### config.mk
export PLATFORM = sky130hd
export DESIGN_NAME = arb2t1_8b
export DESIGN_NICKNAME = d
export VERILOG_FILES = /design/src/rtl/arb2t1_8b.sv
export SDC_FILE = /design/constraint.sdc
export NUM_CORES = 1
export LEC_CHECK = 0
export BUFFER_PORTS_ARGS = -buffer_cell sky130_fd_sc_hd__buf_2
export CAP_MARGIN = 20
export CORE_MARGIN = 1
export CORE_UTILIZATION = 41
export DETAILED_ROUTE_END_ITERATION = 16
export GPL_TIMING_DRIVEN = 0
export PLACE_DENSITY_LB_ADDON = 0.2
export SYNTH_ARGS = -nofsm -noshare
export SYNTH_HDL_FRONTEND = slang
export SYNTH_SLANG_ARGS = --single-unit
### constraint.sdc
create_clock -name clk -period 1.75 [get_ports clk]
set_input_delay 0.0875 -clock clk [delete_from_list [all_inputs] [get_ports clk]]
set_output_delay 0.0875 -clock clk [all_outputs]
set_load 0.005 [all_outputs]
### src/rtl/arb2t1_8b.sv
// arb2t1_8b: round-robin arbiter for two 8-bit requesters sharing one
// 2:1 mux, followed by a one-entry valid/ready output buffer.

// Plain 8-bit 2:1 multiplexer (0 = A, 1 = B), built bit by bit.
module mux2t1_8b (
    input  logic [7:0] A,
    input  logic [7:0] B,
    input  logic       Sel,
    output logic [7:0] F
);

    genvar gi;
    generate
        for (gi = 0; gi < 8; gi = gi + 1) begin : g_bit
            assign F[gi] = Sel ? B[gi] : A[gi];
        end
    endgenerate

endmodule

module arb2t1_8b #(
    parameter logic FIRST_PRI = 1'b0
) (
    input  logic       clk,
    input  logic       rst,
    input  logic       ReqA,
    input  logic [7:0] A,
    input  logic       ReqB,
    input  logic [7:0] B,
    output logic       GntA,
    output logic       GntB,
    output logic       Sel,
    output logic [7:0] F,
    output logic       FValid,
    input  logic       FReady
);

    // Output buffer occupancy
    typedef enum logic {
        EMPTY = 1'b0,
        FULL  = 1'b1
    } buf_state_t;

    buf_state_t state_reg;
    buf_state_t state_next;
    logic       last_reg;
    logic       last_next;
    logic [7:0] f_reg;
    logic [7:0] f_next;

    logic [7:0] mux_f;
    logic       load;
    logic       sel_c;
    logic       grant;

    // Shared datapath: the only source of words for the F register.
    mux2t1_8b u_mux (
        .A   (A),
        .B   (B),
        .Sel (sel_c),
        .F   (mux_f)
    );

    // The buffer accepts a word when empty or when it drains on this edge.
    assign load = (state_reg == EMPTY) | FReady;

    // Requester choice: a lone requester wins; on a tie or when idle the
    // requester other than the last winner is selected.
    always_comb begin
        sel_c = ~last_reg;
        if (ReqA && !ReqB) begin
            sel_c = 1'b0;
        end else if (ReqB && !ReqA) begin
            sel_c = 1'b1;
        end
    end

    // Grants are void while reset is asserted, since the edge will discard them.
    assign GntA  = ~rst & load & ReqA & ~sel_c;
    assign GntB  = ~rst & load & ReqB &  sel_c;
    assign grant = GntA | GntB;

    // Next-state, data and priority update for the output buffer.
    always_comb begin
        state_next = state_reg;
        f_next     = f_reg;
        last_next  = last_reg;
        if (grant) begin
            f_next    = mux_f;
            last_next = sel_c;
        end
        case (state_reg)
            EMPTY: begin
                if (grant) begin
                    state_next = FULL;
                end
            end
            FULL: begin
                // Drain plus grant keeps the buffer full with no bubble.
                if (!grant && FReady) begin
                    state_next = EMPTY;
                end
            end
            default: begin
                state_next = EMPTY;
            end
        endcase
    end

    // State registers; reset discards any buffered word and arms FIRST_PRI
    // to win the first tie.
    always_ff @(posedge clk) begin
        if (rst) begin
            state_reg <= EMPTY;
            f_reg     <= 8'h00;
            last_reg  <= ~FIRST_PRI;
        end else begin
            state_reg <= state_next;
            f_reg     <= f_next;
            last_reg  <= last_next;
        end
    end

    assign Sel    = sel_c;
    assign F      = f_reg;
    assign FValid = (state_reg == FULL);

endmodule

==> results of run 1 <==
==> worst register-to-register path: stages, from the launching register on <==
cell and delay, ns:
dfxtp_1 0.32, nor2b_4 0.14, nor3_4 0.32, buf_8 0.20, nor2_2 0.05, a311oi_2 0.23
==> metal layers <==
layer	global-route usage [%]	share of wire, %
met5	0	0
met4	15.5	1.6
met3	7.39	6.8
met2	33.2	50
met1	18.9	42
==> metrics by stage <==
stage	util, %	total power (uW)
after floorplan	-	367
after global placement	58.0	425
after detailed placement	58.0	430
after CTS	60.8	638
after global routing	60.8	671
final	60.8	630
==> cell usage in the layout (no fill, tap or decap), drive strengths merged <==
cell type / count
dfxtp: 10
a211o: 1
a311oi: 8
a21o: 1
a21oi: 1
nor3: 3
nand2b: 3
nor2: 10
clkbuf: 4
nor2b: 2
buf: 35
inv: 1
nand2: 20
==> power by group <==
group	internal (uW)	switching [uW]	total [uW]
clock network	127	81.4	208
registers	247	11.1	258
logic	80.4	83.5	164
total	454	176	630
==> worst paths after layout <==
path                 start       end  slack [ns]  cells after the start
setup / recovery    FValid      F[1]        0.41                      5
hold / removal         rst      F[2]        0.07                      2
setup reg to reg    FValid      F[1]        0.41                      5
hold reg to reg   last_reg  last_reg        0.52                      1
==> kinds of logic after synthesis <==
group	after synthesis
DFF	10
and+or+nand+nor	38
AOI/OAI and AO/OA	11
buffers and inverters	4
==> cell type report <==
cell class | count | area (um^2) | share of cell area (%)
multi-input combinational | 49 | 327 | 41.3
clock buffer | 4 | 36.3 | 4.59
timing repair buffer | 32 | 160 | 20.3
buffer | 3 | 37.5 | 4.75
inverter | 1 | 11.3 | 1.42
tap | 15 | 18.8 | 2.37
sequential | 10 | 200 | 25.3
==> run_summary.xml, run 1 <==
<?xml version="1.0" encoding="UTF-8"?>
<metrics>
  <group name="worst_setup_path">
    <metric name="critical_path_arrival" unit="ns">1.53</metric>
    <metric name="criticalPathCategory" unit="">reg2reg</metric>
    <metric name="crit_path_end_kind" unit="">flop</metric>
    <metric name="delay_of_the_slowest_critical_path_stage" unit="ns">0.32</metric>
    <metric name="crit_required" unit="ns">1.93</metric>
    <metric name="worstSetupStartpointType" unit="">flop</metric>
    <metric name="timing.critical_path.cells" unit="">nor2b_4 -&gt; nor3_4 -&gt; buf_8 -&gt; nor2_2 -&gt; a311oi_2</metric>
    <metric name="crit_slowest_cell" unit="">dfxtp_1</metric>
    <metric name="crit_path_max_fanout" unit="">10</metric>
    <metric name="critical-path-top-delay-family" unit="">simple AND/OR/NAND/NOR gates</metric>
    <metric name="critical_path.n_buffers_inverters" unit="">1</metric>
  </group>
  <group name="cells_and_area">
    <metric name="fraction_of_final_layout_cells_sized_beyond_drive_strength_1" unit="%">53.5</metric>
    <metric name="fillCellCount" unit="">125</metric>
    <metric name="num_antenna_cells" unit="">0</metric>
    <metric name="nets" unit="">121</metric>
    <metric name="finish.cell_count_without_fillers" unit="">114</metric>
    <metric name="largest_reg_flops" unit="">8</metric>
    <metric name="finish.instance_area" unit="um^2">791</metric>
    <metric name="syn2layout_area_growth" unit="%">37.4</metric>
  </group>
  <group name="sta">
    <metric name="worst_hold_slack" unit="ns">0.0695</metric>
    <metric name="fin_ws" unit="ns">0.407</metric>
    <metric name="max-slew-margin-rel" unit="%">77.0</metric>
    <metric name="number_of_hold_slack_violations_in_the_final_timing_report" unit="">0</metric>
    <metric name="maxSlewViolCount" unit="">0</metric>
    <metric name="tightest_slew" unit="ns">0.344</metric>
    <metric name="setup-tns-final" unit="ns">0</metric>
    <metric name="final_period_minus_worst_setup_slack" unit="ns">1.34</metric>
    <metric name="setup_viol_count_final" unit="">0</metric>
    <metric name="period_share" unit="%">76.8</metric>
    <metric name="fmax" unit="GHz">0.745</metric>
    <metric name="unrepaired_setup_endpoints_after_global_routing" unit="">false</metric>
    <metric name="clock_skew" unit="ns">0.00148</metric>
  </group>
  <group name="yosys">
    <metric name="synth.distinct_cells" unit="">16</metric>
    <metric name="netlist_top_cells_area" unit="">dfxtp_1, a311oi_2, nand2_1</metric>
    <metric name="synth_nets" unit="">84</metric>
    <metric name="avgSynthCellArea" unit="um^2">9.14</metric>
    <metric name="synth_enable_flop_cells" unit="">0</metric>
    <metric name="post_synth_and_or_nand_nor_area_fraction" unit="%">32.2</metric>
    <metric name="mappedNetlistArea" unit="um^2">576</metric>
    <metric name="synth.top_cells.by_count" unit="">nand2_1, dfxtp_1, a311oi_2</metric>
    <metric name="synthMostInstantiatedCell" unit="">nand2_1</metric>
    <metric name="yosys_register_bits" unit="">10</metric>
    <metric name="ys_seq_area_share" unit="%">34.8</metric>
    <metric name="synth_compound_gate_area_share" unit="%">24.6</metric>
    <metric name="main_combinational_cell_family_by_area_after_synthesis" unit="">simple AND/OR/NAND/NOR gates</metric>
    <metric name="async_flop_share" unit="%">0</metric>
    <metric name="yosysWarnings" unit="">0</metric>
    <metric name="netlist.area_leader.share" unit="%">34.8</metric>
    <metric name="synth.mux.area_fraction" unit="%">0</metric>
    <metric name="synth-xor-area-share" unit="%">0</metric>
    <metric name="synth.largest_area_cell" unit="">dfxtp_1</metric>
    <metric name="synthesis.instances" unit="">63</metric>
    <metric name="synth_flop_cell" unit="">dfxtp_1</metric>
    <metric name="post_synth_fa_ha_maj_area_fraction" unit="%">0</metric>
  </group>
  <group name="outcome">
    <metric name="outcome" unit="">finished clean</metric>
  </group>
  <group name="drt">
    <metric name="detailedRoute.firstPassIterationCount" unit="">6</metric>
    <metric name="wl_per_cell" unit="um">10.4</metric>
    <metric name="drtAntennaViolNets" unit="">0</metric>
    <metric name="drt-vias-per-instance" unit="">4.89</metric>
    <metric name="first_iter_violations" unit="">8</metric>
    <metric name="drc_errors" unit="">0</metric>
    <metric name="dr_vias" unit="">558</metric>
    <metric name="wirelength" unit="um">1180</metric>
  </group>
  <group name="clocking">
    <metric name="clock_tree.root_cell" unit="">clkbuf_4</metric>
    <metric name="setup_bufs_post_cts" unit="">0</metric>
    <metric name="ctsHoldBuffers" unit="">0</metric>
    <metric name="cts_made_buffers" unit="">3</metric>
    <metric name="clk_path_buf_depth" unit="">2</metric>
    <metric name="cts.clk_slew.worst_paths" unit="ns">0.06</metric>
    <metric name="cts_sinks" unit="">10</metric>
    <metric name="h_tree_levels" unit="">1</metric>
    <metric name="clk_latency" unit="ns">0.27</metric>
    <metric name="cts-resized-gates" unit="">0</metric>
    <metric name="tritoncts" unit="">done</metric>
  </group>
  <group name="job">
    <metric name="maxCapViolCount" unit="">0</metric>
  </group>
  <group name="floorplan">
    <metric name="die-area" unit="um^2">1560</metric>
    <metric name="row_count" unit="">13</metric>
    <metric name="die_width" unit="um">39.5</metric>
    <metric name="die_h" unit="um">39.5</metric>
    <metric name="start_util" unit="%">44.2</metric>
    <metric name="core" unit="um^2">1300</metric>
    <metric name="io_pins" unit="">33</metric>
  </group>
  <group name="placed_design">
    <metric name="port-buffer-count" unit="">32</metric>
    <metric name="dp_worst_setup_slack" unit="ns">0.396</metric>
    <metric name="detailed_place_hpwl" unit="um">927</metric>
    <metric name="placement.cell_area" unit="um^2">754</metric>
    <metric name="dp_cells" unit="">110</metric>
    <metric name="gpl_congestion" unit="">0.613</metric>
  </group>
  <group name="global_route">
    <metric name="pin_count_of_the_biggest_net_entering_global_routing" unit="">11</metric>
    <metric name="grt_first_pass_wirelength" unit="um">1920</metric>
    <metric name="grt_overflow_total" unit="">0</metric>
    <metric name="first_global_vias" unit="">493</metric>
    <metric name="initial_antenna_violation_count" unit="">0</metric>
    <metric name="grt_usage" unit="%">19.7</metric>
  </group>
  <group name="power_and_ir_drop">
    <metric name="power.leakage" unit="uW">0.000381</metric>
    <metric name="vdd_drop_max" unit="mV">0.462</metric>
    <metric name="power.density_cell_area" unit="nW/um^2">797</metric>
  </group>
  <group name="min_path">
    <metric name="holdCritPathClass" unit="">in2reg</metric>
  </group>
</metrics>
(Power assumes the default switching activity.)
==> run 2, diff against run 1 <==
clock period = 1.3 ns   (was 1.75 ns; I/O delays follow)
==> run_summary.xml, run 2 (synthesized netlist as in run 1, its figures left out) <==
<?xml version="1.0" encoding="UTF-8"?>
<metrics>
  <group name="clocking">
    <metric name="ctsHoldBuffers" unit="">0</metric>
    <metric name="tritoncts" unit="">done</metric>
    <metric name="clock_tree.root_cell" unit="">clkbuf_4</metric>
    <metric name="h_tree_levels" unit="">1</metric>
    <metric name="cts_sinks" unit="">10</metric>
    <metric name="cts_made_buffers" unit="">3</metric>
    <metric name="clk_latency" unit="ns">0.27</metric>
    <metric name="cts.clk_slew.worst_paths" unit="ns">0.06</metric>
    <metric name="cts-resized-gates" unit="">0</metric>
    <metric name="clk_path_buf_depth" unit="">2</metric>
  </group>
  <group name="power_and_ir_drop">
    <metric name="vdd_drop_max" unit="mV">0.620</metric>
    <metric name="power.leakage" unit="uW">0.000391</metric>
    <metric name="power.density_cell_area" unit="nW/um^2">1060</metric>
  </group>
  <group name="cells_and_area">
    <metric name="largest_reg_flops" unit="">8</metric>
    <metric name="num_antenna_cells" unit="">0</metric>
    <metric name="multiInputGateArea" unit="um^2">327</metric>
    <metric name="syn2layout_area_growth" unit="%">40.0</metric>
    <metric name="final_cell_mix" unit="">buf_2, nand2_1, dfxtp_1</metric>
    <metric name="finish.cell_count_without_fillers" unit="">116</metric>
    <metric name="fraction_of_final_layout_cells_sized_beyond_drive_strength_1" unit="%">54.5</metric>
    <metric name="seq_area" unit="um^2">200</metric>
    <metric name="nets" unit="">123</metric>
    <metric name="fillCellCount" unit="">125</metric>
    <metric name="most_common_library_cell_in_the_layout_ignoring_fill_and_taps" unit="">buf_2</metric>
  </group>
  <group name="placed_design">
    <metric name="port-buffer-count" unit="">32</metric>
    <metric name="detailed_place_hpwl" unit="um">927</metric>
    <metric name="dp_worst_setup_slack" unit="ns">-0.0537</metric>
    <metric name="gpl_congestion" unit="">0.613</metric>
    <metric name="dp_cells" unit="">110</metric>
  </group>
  <group name="global_route">
    <metric name="first_global_vias" unit="">494</metric>
    <metric name="grt_overflow_total" unit="">0</metric>
    <metric name="pin_count_of_the_biggest_net_entering_global_routing" unit="">11</metric>
    <metric name="initial_antenna_violation_count" unit="">0</metric>
    <metric name="grt_first_pass_wirelength" unit="um">1990</metric>
    <metric name="grt_usage" unit="%">20.3</metric>
  </group>
  <group name="sta">
    <metric name="tightest_slew" unit="ns">0.233</metric>
    <metric name="maxSlewViolCount" unit="">0</metric>
    <metric name="clock_skew" unit="ns">0.00162</metric>
    <metric name="unrepaired_setup_endpoints_after_global_routing" unit="">false</metric>
    <metric name="max-slew-margin-rel" unit="%">84.4</metric>
    <metric name="setup_viol_count_final" unit="">0</metric>
    <metric name="final_period_minus_worst_setup_slack" unit="ns">1.20</metric>
    <metric name="fin_ws" unit="ns">0.100</metric>
    <metric name="period_share" unit="%">92.3</metric>
    <metric name="fmax" unit="GHz">0.833</metric>
    <metric name="number_of_hold_slack_violations_in_the_final_timing_report" unit="">0</metric>
  </group>
  <group name="min_path">
    <metric name="cells_on_worst_hold_path" unit="">2</metric>
    <metric name="hold_start" unit="">rst</metric>
    <metric name="holdCritPathClass" unit="">in2reg</metric>
    <metric name="hold_path_end" unit="">F[2]</metric>
  </group>
  <group name="worst_setup_path">
    <metric name="crit_path_end_kind" unit="">flop</metric>
    <metric name="critical_path_arrival" unit="ns">1.38</metric>
    <metric name="r2r-start" unit="">FValid</metric>
    <metric name="worstSetupStartpointType" unit="">flop</metric>
    <metric name="r2r-end" unit="">F[1]</metric>
    <metric name="setup.reg_to_reg.worst_slack" unit="ns">0.1</metric>
    <metric name="crit_required" unit="ns">1.48</metric>
    <metric name="criticalPathCategory" unit="">reg2reg</metric>
    <metric name="worst_r2r_path_depth" unit="">5</metric>
    <metric name="crit_path_max_fanout" unit="">10</metric>
  </group>
  <group name="drt">
    <metric name="wl_per_cell" unit="um">10.6</metric>
    <metric name="drtAntennaViolNets" unit="">0</metric>
    <metric name="drc_errors" unit="">0</metric>
    <metric name="wirelength" unit="um">1240</metric>
    <metric name="first_iter_violations" unit="">8</metric>
    <metric name="dr_vias" unit="">563</metric>
    <metric name="detailedRoute.firstPassIterationCount" unit="">5</metric>
    <metric name="drt-vias-per-instance" unit="">4.85</metric>
  </group>
  <group name="floorplan">
    <metric name="die_h" unit="um">39.5</metric>
    <metric name="row_count" unit="">13</metric>
    <metric name="die-area" unit="um^2">1560</metric>
    <metric name="die_width" unit="um">39.5</metric>
    <metric name="io_pins" unit="">33</metric>
    <metric name="core" unit="um^2">1300</metric>
    <metric name="start_util" unit="%">44.2</metric>
  </group>
  <group name="job">
    <metric name="maxCapViolCount" unit="">0</metric>
  </group>
  <group name="outcome">
    <metric name="outcome" unit="">finished clean</metric>
  </group>
</metrics>
run 2: how the worst max path moves through the flow:
| stage | cells after the start | end | slack, ns | from |
|---|---|---|---|---|
| 2_1_floorplan | 5 | F[0] | 0.07 | FValid |
| 3_3_place_gp | 5 | F[1] | -0.01 | FValid |
| 3_5_place_dp | 5 | F[1] | -0.05 | FValid |
| 4_1_cts | 5 | F[1] | 0.03 | FValid |
| 5_1_grt | 5 | F[1] | 0.01 | FValid |
| 6_report | 5 | F[1] | 0.1 | FValid |
run 2: what timing repair did:
| item | 4_1_cts | 5_1_grt |
|---|---|---|
| hold endpoints to repair | 0 | 0 |
| pin swaps | 1 | 1 |
| buffers inserted | 2 | 0 |
| endpoints found under the setup margin | 2 | 7 |
run 2: where the power goes:
group / leakage (uW) / switching, uW / internal, uW
Sequential: 0.0000829 / 14.9 / 333
Combinational: 0.000287 / 115 / 114
Clock: 0.0000210 / 110 / 170
Total: 0.000391 / 240 / 617
run 2: critical path, stage by stage (launching register included):
cell	delay [ns]
dfxtp_1	0.32
nor2b_4	0.14
nor3_4	0.19
buf_8	0.19
nor2_2	0.05
a311oi_2	0.23
run 2: per-layer routing:
layer  vias up  wire (um)  GRT usage, %
met3         5         80          7.39
met4         0         49          15.5
li1        297          -             -
met5         -          0             0
met2        24        582          33.6
met1       237        523          20.3
run 2: cell type report:
type,instances,share of cell area (%)
multi-input cells,49,40.5
flip-flops and latches,10,24.8
repair buffers,34,21.7
plain buffers,3,4.66
clock buffers,4,4.50
well taps,15,2.33
inverters,1,1.40
run 2: metrics by stage:
stage	utilization [%]	hold slack [ns]	TNS, ns	power (uW)	area [um^2]
3_5_place_dp	58.0	0.333	-0.0893	578	754
2_1_floorplan	-	0.133	0	495	576
3_3_place_gp	58.0	0.324	-0.0197	572	754
6_report	61.9	0.0523	0	857	806
4_1_cts	61.9	0.0482	0	866	806
5_1_grt	61.9	0.0376	0	911	806
==> run 3, diff against run 2 <==
CORE_UTILIZATION = 44   (was 41)
CTS_BUF_LIST = sky130_fd_sc_hd__clkbuf_2   (was unset)
==> run_summary.xml, run 3 (synthesized netlist as in run 1, its figures left out) <==
<?xml version="1.0" encoding="UTF-8"?>
<metrics>
  <group name="global_route">
    <metric name="grt_overflow_total" unit="">0</metric>
    <metric name="pin_count_of_the_biggest_net_entering_global_routing" unit="">11</metric>
    <metric name="first_global_vias" unit="">518</metric>
    <metric name="grt_first_pass_wirelength" unit="um">2020</metric>
    <metric name="initial_antenna_violation_count" unit="">0</metric>
    <metric name="grt_usage" unit="%">20.6</metric>
  </group>
  <group name="min_path">
    <metric name="cells_on_worst_hold_path" unit="">2</metric>
    <metric name="hold_start" unit="">rst</metric>
    <metric name="hold_path_end" unit="">F[2]</metric>
    <metric name="holdCritPathClass" unit="">in2reg</metric>
  </group>
  <group name="power_and_ir_drop">
    <metric name="switching_part_of_the_total" unit="%">31.0</metric>
    <metric name="p_seq_share" unit="%">45.8</metric>
    <metric name="p_switching" unit="uW">235</metric>
    <metric name="vdd_drop_max" unit="mV">0.452</metric>
    <metric name="internal_power_contribution" unit="uW">523</metric>
    <metric name="power.density_cell_area" unit="nW/um^2">920</metric>
    <metric name="clockPowerShare" unit="%">21.7</metric>
    <metric name="share_comb_of_total_power" unit="%">32.5</metric>
    <metric name="power.leakage" unit="uW">0.000403</metric>
  </group>
  <group name="floorplan">
    <metric name="io_pins" unit="">33</metric>
    <metric name="row_count" unit="">12</metric>
    <metric name="core" unit="um^2">1160</metric>
    <metric name="die_width" unit="um">38.2</metric>
    <metric name="start_util" unit="%">49.8</metric>
    <metric name="die-area" unit="um^2">1460</metric>
    <metric name="die_h" unit="um">38.2</metric>
  </group>
  <group name="placed_design">
    <metric name="placement.cell_area" unit="um^2">753</metric>
    <metric name="detailed_place_hpwl" unit="um">944</metric>
    <metric name="dp_worst_setup_slack" unit="ns">-0.0448</metric>
    <metric name="gpl_congestion" unit="">0.702</metric>
    <metric name="port-buffer-count" unit="">32</metric>
  </group>
  <group name="outcome">
    <metric name="outcome" unit="">finished clean</metric>
  </group>
  <group name="worst_setup_path">
    <metric name="crit_path_end_kind" unit="">flop</metric>
    <metric name="worstSetupStartpointType" unit="">flop</metric>
    <metric name="crit_path_max_fanout" unit="">5</metric>
    <metric name="critical_path_arrival" unit="ns">1.43</metric>
    <metric name="r2r-end" unit="">F[5]</metric>
    <metric name="r2r-start" unit="">FValid</metric>
    <metric name="criticalPathCategory" unit="">reg2reg</metric>
    <metric name="crit_required" unit="ns">1.47</metric>
    <metric name="worst_r2r_path_depth" unit="">5</metric>
    <metric name="setup.reg_to_reg.worst_slack" unit="ns">0.04</metric>
  </group>
  <group name="sta">
    <metric name="clock_skew" unit="ns">0.00511</metric>
    <metric name="maxSlewViolCount" unit="">0</metric>
    <metric name="unrepaired_setup_endpoints_after_global_routing" unit="">false</metric>
    <metric name="tightest_slew" unit="ns">0.320</metric>
    <metric name="period_share" unit="%">96.7</metric>
    <metric name="number_of_hold_slack_violations_in_the_final_timing_report" unit="">0</metric>
    <metric name="fmax" unit="GHz">0.796</metric>
    <metric name="final_period_minus_worst_setup_slack" unit="ns">1.26</metric>
    <metric name="setup_viol_count_final" unit="">0</metric>
    <metric name="max-slew-margin-rel" unit="%">78.6</metric>
    <metric name="worst_hold_slack" unit="ns">0.0559</metric>
    <metric name="fin_ws" unit="ns">0.0431</metric>
  </group>
  <group name="cells_and_area">
    <metric name="most_common_library_cell_in_the_layout_ignoring_fill_and_taps" unit="">buf_2</metric>
    <metric name="final_cell_mix" unit="">buf_2, nand2_1, dfxtp_1</metric>
    <metric name="finish.instance_area" unit="um^2">823</metric>
    <metric name="num_antenna_cells" unit="">0</metric>
    <metric name="syn2layout_area_growth" unit="%">43.0</metric>
    <metric name="largest_reg_flops" unit="">8</metric>
    <metric name="nets" unit="">126</metric>
    <metric name="fraction_of_final_layout_cells_sized_beyond_drive_strength_1" unit="%">56.3</metric>
    <metric name="fillCellCount" unit="">99</metric>
    <metric name="final_core_utilization" unit="%">71.2</metric>
  </group>
  <group name="clocking">
    <metric name="cts.clk_slew.worst_paths" unit="ns">0.09</metric>
    <metric name="h_tree_levels" unit="">1</metric>
    <metric name="tritoncts" unit="">done</metric>
    <metric name="cts_sinks" unit="">10</metric>
    <metric name="clk_latency" unit="ns">0.25</metric>
    <metric name="clk_path_buf_depth" unit="">2</metric>
    <metric name="clock_tree.root_cell" unit="">clkbuf_2</metric>
    <metric name="cts_made_buffers" unit="">3</metric>
  </group>
  <group name="drt">
    <metric name="drt-vias-per-instance" unit="">5.04</metric>
    <metric name="detailedRoute.firstPassIterationCount" unit="">3</metric>
    <metric name="drtAntennaViolNets" unit="">0</metric>
    <metric name="wl_per_cell" unit="um">11.1</metric>
    <metric name="wirelength" unit="um">1300</metric>
    <metric name="drc_errors" unit="">0</metric>
    <metric name="dr_vias" unit="">590</metric>
    <metric name="first_iter_violations" unit="">7</metric>
  </group>
  <group name="job">
    <metric name="maxCapViolCount" unit="">0</metric>
  </group>
</metrics>
[run 3: cell types whose count changed in the layout (fill, tap and decap cells not counted)]
cell and change:
dfxtp_1 -1, clkbuf_2 +3, buf_6 +1, buf_12 +1, clkbuf_4 -3, buf_4 +1
clkbuf_8 -1, dfxtp_2 +1
[run 3: metrics by stage]
stage / instances / total power [uW] / setup TNS, ns
floorplan: 63 / 495 / 0
global placement: 109 / 572 / -0.0150
detailed placement: 109 / 579 / -0.0845
CTS: 115 / 753 / 0
global route: 117 / 792 / 0
finish: 117 / 758 / 0
[run 3: power by group through the flow]
stage | Combinational, uW | Clock [uW] | Sequential (uW)
3_3_place_gp | 219 | 0 | 353
4_1_cts | 241 | 164 | 348
5_1_grt | 266 | 176 | 351
6_report | 246 | 164 | 347
2_1_floorplan | 139 | 0 | 356
3_5_place_dp | 225 | 0 | 354
[run 3: worst max path at each step]
| stage | startpoint | endpoint | slack, ns |
|---|---|---|---|
| 6_report | FValid | F[5] | 0.04 |
| 5_1_grt | FValid | F[0] | 0.008 |
| 4_1_cts | FValid | F[0] | 0.007 |
| 3_5_place_dp | FValid | F[0] | -0.04 |
| 3_3_place_gp | FValid | F[0] | -0.01 |
| 2_1_floorplan | FValid | F[0] | 0.07 |
[run 3: area by class of cell]
type / count / area, um^2 / area share [%]
tap: 14 / 17.5 / 2.13
sequential: 10 / 201 / 24.5
buffer: 3 / 37.5 / 4.56
inverter: 1 / 11.3 / 1.37
clock buffer: 3 / 15.0 / 1.82
multi-input combinational: 49 / 327 / 39.7
timing repair buffer: 37 / 214 / 26.0
[run 3: what timing repair did]
action / in CTS / in global routing
resized for setup: 1 / 1
hold buffers: 0 / 0
pin swaps: 1 / 5
cloned: 0 / 0
buffers inserted: 3 / 2
endpoints found under the setup margin: 2 / 5
[run 3: critical path, stage by stage, from the launching register on]
cell	delay [ns]
dfxtp_2	0.33
nor2b_4	0.13
nor3_4	0.30
buf_6	0.15
nor2_1	0.04
a311oi_2	0.21
[run 3: routing by layer]
| layer | GRT usage (%) | wire [um] | vias up |
|---|---|---|---|
| met5 | 0 | 0 | - |
| met4 | 10.7 | 20 | 0 |
| met3 | 3.49 | 95 | 4 |
| met2 | 37.7 | 662 | 26 |
| met1 | 22.3 | 523 | 259 |
| li1 | - | - | 301 |
